==> src/rtl/hilo_divider.sv <==
// Sequential 32-bit unsigned restoring divider with HI (remainder) / LO (quotient) result registers.
// A DIVU code on Signal starts a 32-step division; results are published only on completion.
module hilo_divider #(
    parameter logic [3:0] DIVU = 4'b0100
) (
    input  logic        clk,
    input  logic        reset,
    input  logic [31:0] dataA,
    input  logic [31:0] dataB,
    input  logic [3:0]  Signal,
    output logic [31:0] HiOut,
    output logic [31:0] LoOut,
    output logic        busy,
    output logic        done
);

    typedef enum logic {IDLE, RUN} state_e;

    state_e      state_q;
    logic [4:0]  cnt_q;
    logic [32:0] rem_q;
    logic [31:0] quo_q;
    logic [31:0] dvs_q;
    logic [31:0] hi_q;
    logic [31:0] lo_q;
    logic        busy_q;
    logic        done_q;

    logic [33:0] shift_rem;
    logic [33:0] trial;
    logic [32:0] rem_d;
    logic [31:0] quo_d;

    // One restoring step: shift {rem, quo} left, trial-subtract, restore on borrow.
    always_comb begin
        shift_rem = {rem_q, quo_q[31]};
        trial     = shift_rem - {2'b00, dvs_q};
        if (trial[33]) begin
            rem_d = shift_rem[32:0];
            quo_d = {quo_q[30:0], 1'b0};
        end else begin
            rem_d = trial[32:0];
            quo_d = {quo_q[30:0], 1'b1};
        end
    end

    always_ff @(posedge clk or posedge reset) begin
        if (reset) begin
            state_q <= IDLE;
            cnt_q   <= '0;
            rem_q   <= '0;
            quo_q   <= '0;
            dvs_q   <= '0;
            hi_q    <= '0;
            lo_q    <= '0;
            busy_q  <= 1'b0;
            done_q  <= 1'b0;
        end else begin
            done_q <= 1'b0;
            if (state_q == IDLE) begin
                if (Signal == DIVU) begin
                    quo_q   <= dataA;
                    dvs_q   <= dataB;
                    rem_q   <= '0;
                    cnt_q   <= '0;
                    busy_q  <= 1'b1;
                    state_q <= RUN;
                end
            end else begin
                rem_q <= rem_d;
                quo_q <= quo_d;
                cnt_q <= cnt_q + 5'd1;
                // Last step publishes straight from the step logic so the result lands with done.
                if (cnt_q == 5'd31) begin
                    state_q <= IDLE;
                    busy_q  <= 1'b0;
                    done_q  <= 1'b1;
                    hi_q    <= rem_d[31:0];
                    lo_q    <= quo_d;
                end
            end
        end
    end

    assign HiOut = hi_q;
    assign LoOut = lo_q;
    assign busy  = busy_q;
    assign done  = done_q;

endmodule
==> config.mk <==
export PLATFORM = sky130hd
export DESIGN_NAME = hilo_divider
export DESIGN_NICKNAME = d
export VERILOG_FILES = /design/src/rtl/hilo_divider.sv
export SDC_FILE = /design/constraint.sdc
export NUM_CORES = 1
export LEC_CHECK = 0
export ABC_AREA = 1
export CORE_UTILIZATION = 53
export CTS_CLUSTER_DIAMETER = 150
export CTS_CLUSTER_SIZE = 25
export DETAILED_ROUTE_END_ITERATION = 8
export PLACE_DENSITY = 0.89
export RECOVER_POWER = 100
export REMOVE_ABC_BUFFERS = 1
export SLEW_MARGIN = 20
export SYNTH_ARGS = -nofsm -noshare
export SYNTH_HDL_FRONTEND = slang
export SYNTH_SLANG_ARGS = --single-unit
==> constraint.sdc <==
create_clock -name clk -period 7.5 [get_ports clk]
set_input_delay 1.125 -clock clk [delete_from_list [all_inputs] [get_ports clk]]
set_output_delay 1.125 -clock clk [all_outputs]
set_load 0.05 [all_outputs]
Word level (Yosys, flattened, before mapping):

Cells that the tools add are included.

* output and inout bits: 66
* logic and storage cells: 35
* input port bits: 70
* bits in registers: 169

* equality and inequality tests: 3
* bitwise operators: 1
* reductions and logical operators: 4
* multiplexer cells: 16
* $add $sub $neg: 2

Operators with widths (count)
* $mux W33: 3
* $mux W32: 2
* $sub A34 B32 Y34: 1
* $mux W5: 2
* $mux W1: 9
* $reduce_and A2 Y1: 3
* $add A5 B1 Y5 const B: 1
* $eq A5 B5 Y1 const B: 1
* $eq A4 B3 Y1 const B: 1
* $ne A2 B1 Y1 const B: 1
* $reduce_bool A2 Y1: 1
* $not A1 Y1: 1

Logic depth before layout (Yosys ltp):

* depth after elaboration: 3
* mapped depth: 18
* mapped depth without buffers: 18

Worst setup path before layout:

Ideal clock, no wire load.

* path kind: input port to flip-flop
* start: input port Signal[0]
* end: register dvs_q[30]
* setup slack: 5.161 ns
* arrival: 2.206 ns
* path buffers: 2
* stages on the path: 6
* cells stage by stage: nor2_1 nand3b_1 nor2_1 clkbuf_1 clkbuf_1 o21ai_0

* cells in the longest elaborated chain, start to end: 2

Ends and longest elaborated chain
* start, declared: line 10 `input logic [3:0] Signal,`
* $eq A4 B3 Y1: line 61 `if (Signal == DIVU) begin`
* $reduce_and A2 Y1 (no source line)
* end signal, assigned: line 63 `dvs_q <= dataB;`
* end, declared: line 23 `logic [31:0] dvs_q;`

No other way between the ends.
A chain may end at the register's enable or synchronous reset.

Worst setup path in the final report:

* start: register state_q
* end: register hi_q[19], in the netlist HiOut[19]

* cells in the longest elaborated chain, start to end: 1

Ends and longest elaborated chain
* start, declared: line 19 `state_e state_q;`
* start signal, assigned: line 49 `state_q <= IDLE;`
* start signal, assigned: line 67 `state_q <= RUN;`
* start signal, assigned: line 75 `state_q <= IDLE;`
* $reduce_and A2 Y1 (no source line)
* end signal, assigned: line 78 `hi_q <= rem_d[31:0];`
* end, declared: line 24 `logic [31:0] hi_q;`

No other way between the ends.

==> flow_results.xml <==
<?xml version="1.0" encoding="UTF-8"?>
<metrics>
  <group name="final_layout">
    <metric name="final_common_cell" unit="">nand2_1</metric>
    <metric name="drive_gt1_frac" unit="">0.0576</metric>
    <metric name="nets" unit="">1516</metric>
    <metric name="final_cell_mix" unit="">483 x nand2_1, 200 x inv_1, 169 x dfrtp_1</metric>
    <metric name="filler_cell_count" unit="">1474</metric>
    <metric name="areaGrowthSynthToFinish" unit="%">21.0</metric>
    <metric name="diodes" unit="">0</metric>
    <metric name="final-seq-area" unit="um2">4230</metric>
    <metric name="multi_input_area" unit="um2">4370</metric>
  </group>
  <group name="critical_path">
    <metric name="cp-start-kind" unit="">flip-flop</metric>
    <metric name="slowest_delay" unit="ns">1.62</metric>
    <metric name="timing_worst_setup_path_type" unit="">flip-flop to flip-flop</metric>
    <metric name="crit_path_top_delay_cell" unit="">clkbuf_1</metric>
    <metric name="r2r_slack" unit="ns">2.44</metric>
    <metric name="crit_path_end_kind" unit="">flip-flop</metric>
    <metric name="timing.critical_path.fanout_max" unit="">98</metric>
    <metric name="critical_path_buf_inv_count" unit="">2</metric>
    <metric name="timing.critical_path.cells" unit="">clkbuf_1 &gt; nand2_4 &gt; clkinvlp_2 &gt; nand3_1 &gt; nand2_1</metric>
    <metric name="worst_ep_required_time" unit="ns">7.86</metric>
    <metric name="crit_path_leading_delay_family" unit="">buffers and inverters</metric>
    <metric name="arrival" unit="ns">5.42</metric>
  </group>
  <group name="global_route">
    <metric name="global_route.usage.total" unit="">0.280</metric>
    <metric name="first_global_vias" unit="">8349</metric>
    <metric name="grt_pass1_wl" unit="um">40700</metric>
    <metric name="grt_start_max_net_pins" unit="">103</metric>
    <metric name="antenna_found_initial" unit="">0</metric>
    <metric name="grt-ovfl-total" unit="">0</metric>
  </group>
  <group name="floorplanning">
    <metric name="boundaryPins" unit="">136</metric>
    <metric name="fp.dieW" unit="um">137</metric>
    <metric name="floorplan.die.height" unit="um">137</metric>
    <metric name="core.rowCount" unit="">48</metric>
    <metric name="core_area" unit="um2">17500</metric>
    <metric name="die-area" unit="um2">18700</metric>
    <metric name="initial_core_util" unit="">0.549</metric>
  </group>
  <group name="logic_synthesis">
    <metric name="synth.largest_area_cell" unit="">dfrtp_1</metric>
    <metric name="synth.cell_area" unit="um2">9600</metric>
    <metric name="avgSynthCellArea" unit="um2">7.39</metric>
    <metric name="number_of_synthesized_register_bits" unit="">169</metric>
    <metric name="synthesis.instances" unit="">1300</metric>
    <metric name="synth-seq-area-share" unit="">0.440</metric>
    <metric name="post-synth-top-area-fraction" unit="">0.440</metric>
    <metric name="synth.yosys.warnings" unit="">0</metric>
    <metric name="synth_cell_type_count" unit="">40</metric>
    <metric name="synth_top_cells_by_area" unit="">dfrtp_1 44%, nand2_1 19%, inv_1 7.9%</metric>
  </group>
  <group name="clock_tree">
    <metric name="cts_hold_buf" unit="">0</metric>
    <metric name="insertion_delay" unit="ns">0.44</metric>
    <metric name="post-cts-setup-buffers" unit="">0</metric>
    <metric name="cts_resized" unit="">0</metric>
    <metric name="path_clk_slew" unit="ns">0.07</metric>
    <metric name="tritoncts_buffers" unit="">17</metric>
    <metric name="htreeDepth" unit="">4</metric>
    <metric name="cts_tree" unit="">yes</metric>
    <metric name="cts.path.max_buffers" unit="">2</metric>
    <metric name="cts_sinks" unit="">169</metric>
    <metric name="clockRootBuffer" unit="">clkbuf_16</metric>
  </group>
  <group name="timing">
    <metric name="maxSlewViolCount" unit="">315</metric>
    <metric name="finalClockSkew" unit="ns">0.0157</metric>
    <metric name="hold_viol_final" unit="">0</metric>
    <metric name="final.hold.worst_slack" unit="ns">0.481</metric>
    <metric name="worst_tran_pin_value" unit="ns">4.49</metric>
    <metric name="setup_total_negative_slack" unit="ns">0</metric>
    <metric name="timing.final.setup_violations" unit="">0</metric>
    <metric name="clock_period_minus_worst_slack" unit="ns">5.06</metric>
    <metric name="rsz0062_at_grt" unit="">no</metric>
    <metric name="clock.fmax" unit="MHz">198</metric>
    <metric name="relSlewSlack" unit="">-2.01</metric>
    <metric name="layout_worst_path_cycle_share" unit="">0.675</metric>
  </group>
  <group name="detailed_routing">
    <metric name="drt_drc_violations_left" unit="">0</metric>
    <metric name="dr_total_vias" unit="">8729</metric>
    <metric name="postRouteWirelength" unit="um">24500</metric>
    <metric name="drt_pass1_iterations" unit="">5</metric>
    <metric name="detailedRoute.firstIterationViolations" unit="">642</metric>
    <metric name="detail_route.vias_per_cell" unit="">5.29</metric>
    <metric name="route.detailed.wl_per_inst" unit="um">14.9</metric>
    <metric name="drt.antenna.violating_nets" unit="">0</metric>
  </group>
  <group name="placement">
    <metric name="dp.final_hpwl" unit="um">16700</metric>
    <metric name="gp_routability_congestion" unit="">0.936</metric>
    <metric name="place.port_buffers" unit="">135</metric>
  </group>
  <group name="status">
    <metric name="result_of_the_run" unit="">finished with violations</metric>
    <metric name="violations" unit="">max-capacitance violations, max-slew violations</metric>
  </group>
  <group name="pwr">
    <metric name="power.share.sequential" unit="">0.260</metric>
    <metric name="power.internal" unit="mW">2.69</metric>
    <metric name="power-per-cell-area" unit="nW/um2">451</metric>
    <metric name="vdd.ir_drop.worst" unit="mV">0.246</metric>
    <metric name="total_power_after_layout" unit="mW">5.24</metric>
    <metric name="clock_power_share" unit="">0.165</metric>
    <metric name="power.switching_fraction" unit="">0.487</metric>
    <metric name="switching_power" unit="mW">2.55</metric>
    <metric name="power.static_leakage" unit="nW">5.89</metric>
    <metric name="logic_gate_share_of_total_power" unit="">0.575</metric>
  </group>
  <group name="hold_path">
    <metric name="holdCritPathClass" unit="">flip-flop to flip-flop</metric>
  </group>
  <group name="flow_run">
    <metric name="maxCapViolCount" unit="">5</metric>
  </group>
</metrics>
## sequential cells by signal, indices dropped and copies added (netlist names)
signal   count
state_q      1
done         1
LoOut       32
quo_q       32
HiOut       32
rem_q       33
dvs_q       32
busy         1
cnt_q        5
## cell usage after synthesis
cell type	count
nand2_1	485
inv_1	201
dfrtp_1	169
nand3_1	114
o21ai_0	69
nor2_1	41
ha_1	34
o221ai_1	31
clkbuf_1	29
a21oi_1	21
xnor2_1	14
nand3_2	13
nand2_2	10
inv_2	8
nand3b_1	8
buf_2	6
buf_1	4
buf_4	4
buf_6	4
nor2_4	4
nand4_1	3
nor2_2	3
a21oi_2	2
a22o_1	2
and3_1	2
nand2_4	2
nor3_1	2
o21bai_1	2
xor2_1	2
a21boi_0	1
a21o_1	1
a21oi_4	1
and2_1	1
clkinv_1	1
fa_1	1
nor3_2	1
nor4_1	1
o211ai_1	1
o21a_1	1
o21ai_1	1
## worst paths after layout
check                           from   endpoint  cells after the start
min in group asynchronous      reset  HiOut[27]                      2
hold reg to reg            HiOut[17]  HiOut[17]                      2
setup / recovery             state_q  HiOut[19]                      5
hold / removal             HiOut[17]  HiOut[17]                      2
setup reg to reg             state_q  HiOut[19]                      5
max in group asynchronous      reset  quo_q[29]                      3
## layer usage
metal | wire length, um | GRT usage | share of wire
met5 | 0 | 0 | 0
met4 | 440 | 0.0833 | 0.018
met3 | 1840 | 0.0522 | 0.075
met2 | 11200 | 0.450 | 0.46
met1 | 11000 | 0.386 | 0.45
## power by group through the flow
stage,Combinational (mW),Sequential (mW),Clock [mW]
global placement,2.89,1.36,0
detailed placement,2.96,1.37,0
finish,3.01,1.36,0.866
CTS,2.99,1.36,0.879
floorplan,2.11,1.48,0
global route,3.38,1.39,0.916
## logic make-up after synthesis
logic type | Yosys count | synth area share
compound gates | 133 | 0.0857
buf+inv | 257 | 0.106
flops | 169 | 0.440
fa+ha+maj | 35 | 0.0464
simple gates | 690 | 0.307
xor+xnor | 16 | 0.0146
## worst register-to-register path: cells and delay by family, from the launching register on
kind                   cells  cell delay (ns)
buffers and inverters      2             3.04
flip-flops                 1             0.40
AND/OR/NAND/NOR            3             1.55
## through the flow
step | setup slack, ns | std cells | area, um2 | utilization
5_1_grt | 1.91 | 1649 | 11600 | 0.665
3_5_place_dp | 3.96 | 1617 | 11100 | 0.633
4_1_cts | 3.94 | 1649 | 11600 | 0.666
3_3_place_gp | 3.66 | 1617 | 11100 | 0.633
6_report | 2.44 | 1649 | 11600 | 0.665
2_1_floorplan | 1.80 | 1253 | 9370 | -
## cell type report
type,count,area share
Multi-Input combinational cell,874,0.376
Inverter,210,0.0680
Timing Repair Buffer,139,0.118
Clock inverter,14,0.0119
Clock buffer,18,0.0378
Sequential cell,169,0.364
Tap cell,225,0.0242
Note: power is estimated with default switching activity, not from simulation.
==> RTL change, RTL diff (config.mk and constraints unchanged) <==
Put one more register stage on the output `busy`, without a reset. The value now appears one clock later. The other outputs are not delayed to match.
--- a/src/rtl/hilo_divider.sv
+++ b/src/rtl/hilo_divider.sv
@@ -84,7 +84,9 @@
 
     assign HiOut = hi_q;
     assign LoOut = lo_q;
-    assign busy  = busy_q;
+    always_ff @(posedge clk) begin
+        busy <= busy_q;
+    end
     assign done  = done_q;
 
 endmodule
Check against the original RTL: not equivalent (Yosys sat finds a counterexample within 4 cycles, from zero or initial values and one cycle with reset high).
==> RTL change against the original RTL <==
  * The flow still finishes with violations (capacitance limit, slew limit)
  * Final area increased by 0.36%
  * Die area rose by 0.21%
  * Sequential share of layout area about the same
  * Routed wire length up 0.97%
  * Setup slack better by 0.076 ns
  * Total power increased by 0.94%
  * Sequential cell count up 1
  * Register-to-register slack better by 0.37 ns
  * Critical path type is now input port to flip-flop
  * Count of clock-buffer cells in the layout is 1 lower
  * Largest power group unchanged
  * Core utilization hardly changed
  * Synthesized area up 0.21%
  * Non-clock buffer count is 2 higher
==> RTL change: results (changes against the original RTL) <==
Status
  – Status: finished, violations left
  – Failing checks: capacitance limit, slew limit

STA
  – Slew Viols, Final: 327 (+3.8%)
  – Max Clock Skew: 0.007639 ns (-0.008050 ns)
  – Worst Max-Slew Pin Slew: 4.024 ns (-0.4698 ns)
  – Hold WS: 0.3739 ns (-0.1073 ns)
  – Post-route setup slack: 2.516 ns (+0.07570 ns)

Detailed routing
  – Vias per cell: 5.337 (+0.82%)
  – Final wirelength: 24.77 mm (+0.97%)
  – Drt pass-1 iters: 7 (+2)
  – Drt initial violations: 675 (+5.1%)
  – Vias: 8817 (+1.0%)

Setup path
  – Worst path max stage delay: 2.68 ns (+1.06 ns)
  – CP arrival: 5.28 ns (-0.14 ns)
  – Worst-path fanout max: 97 (-1.0%)
  – Worst reg2reg setup slack: 2.81 ns (+0.37 ns)
  – Reg2Reg Depth: 7 (+2)

Global route
  – Number of global-route vias before repair: 8488 (+1.7%)
  – First-pass GRT wire length: 40.94 mm (+0.68%)
  – Met2 GRT Util: 0.4473 (-0.002820)
  – Gr usage total: 0.2810 (+0.0005538)
  – Pin count of the biggest net entering global routing: 98 (-4.9%)
  – Met1 global-route usage: 0.3831 (-0.002627)
  – Met3 Use GR: 0.04370 (-0.008519)

Clock network
  – Post-CTS Setup Inserts: 0 (unchanged)
  – Htree depth: 4 (unchanged)
  – CTS buffer count: 17 (unchanged)
  – Clk buf depth: 2 (unchanged)

Synth
  – Post-synthesis sequential area ratio: 0.4416 (+0.001164)
  – Largest cells by area after synthesis: dfrtp_1 44%, nand2_1 19%, inv_1 7.8%, nand3_1 5.9%, ha_1 4.4%
  – Ys async rst share: 0.9941 (-0.005882)
  – Synth Instances: 1301 (+0.077%)
  – Synth unique cells: 41 (+2.5%)

Power
  – PD cells: 453.3 nW/um^2 (+0.59%)
  – Lkg Pwr: 5.913 nW (+0.39%)
  – Peak supply drop: 213.2 uV (-13%)
  – Clock power frac: 0.171 (+0.006)
  – Switching Power: 2.589 mW (+1.6%)
  – Comb pwr share: 0.570 (-0.005)

Cells and area
  – Reg with most FFs: rem_q
  – Max reg flops: 33 (unchanged)
  – Layout fillers: 1493 (+1.3%)
  – Nets: 1519 (+0.20%)
  – Share of cells above drive strength 1: 0.05676 (-0.0008218)

Placed design
  – Post-detail-place hpwl: 16.93 mm (+1.6%)
  – GP Congestion: 0.9757 (+4.2%)
  – Placed Area: 11090 sq um (+0.26%)
  – Placed cell count: 1620 (+0.19%)
  – Place WS: 3.968 ns (+0.01029 ns)

Run
  – Number of max-cap violations: 4 (-1)
==> RTL change: cell types whose count changed in the layout (fill, tap and decap cells not counted), moves of 2 or more <==
| cell | delta |
|---|---|
| clkinv_8 | +2 |
| clkinv_2 | -2 |
| inv_6 | +3 |
| clkinv_4 | -4 |
==> RTL change: logic make-up after synthesis <==
family,synth area share
compound gates,0.08556
buf+inv,0.1057
flops,0.4416
xor+xnor,0.01456
simple gates,0.3063
fa+ha+maj,0.04629
==> RTL change: worst register-to-register path, delay by kind of cell, from the launching register on <==
kind / cells / cell delay, ns
buffers and inverters: 1 / 2.80
AO/OA/AOI/OAI: 1 / 0.48
flip-flops: 1 / 0.42
adder cells (fa/ha/maj): 2 / 0.41
AND/OR/NAND/NOR: 3 / 0.27
==> RTL change: final timing paths <==
| kind | start | to |
|---|---|---|
| max reg2reg | cnt_q[0] | LoOut[12] |
| max in group asynchronous | reset | busy_q |
| min | busy_q | busy |
| max | Signal[0] | cnt_q[3] |
| min in group asynchronous | reset | dvs_q[24] |
| min reg2reg | busy_q | busy |
==> RTL change: cell type report <==
cell class | count | area [sq um] | area share
clock inverters | 15 | 171.4 | 0.01469
inverters | 210 | 789.5 | 0.06768
flip-flops and latches | 170 | 4249 | 0.3643
repair buffers | 141 | 1381 | 0.1184
multi-input cells | 874 | 4367 | 0.3743
clock buffers | 17 | 425.4 | 0.03647
well taps | 225 | 281.5 | 0.02413
==> RTL change: per-layer routing <==
metal  vias to the layer above  wire length, um  part of all wire
met4                         0              568             0.023
met3                        49             1822             0.074
met5                         -                0                 0
met1                      4116            10940              0.44
li1                       4304                -                 -
met2                       348            11440              0.46
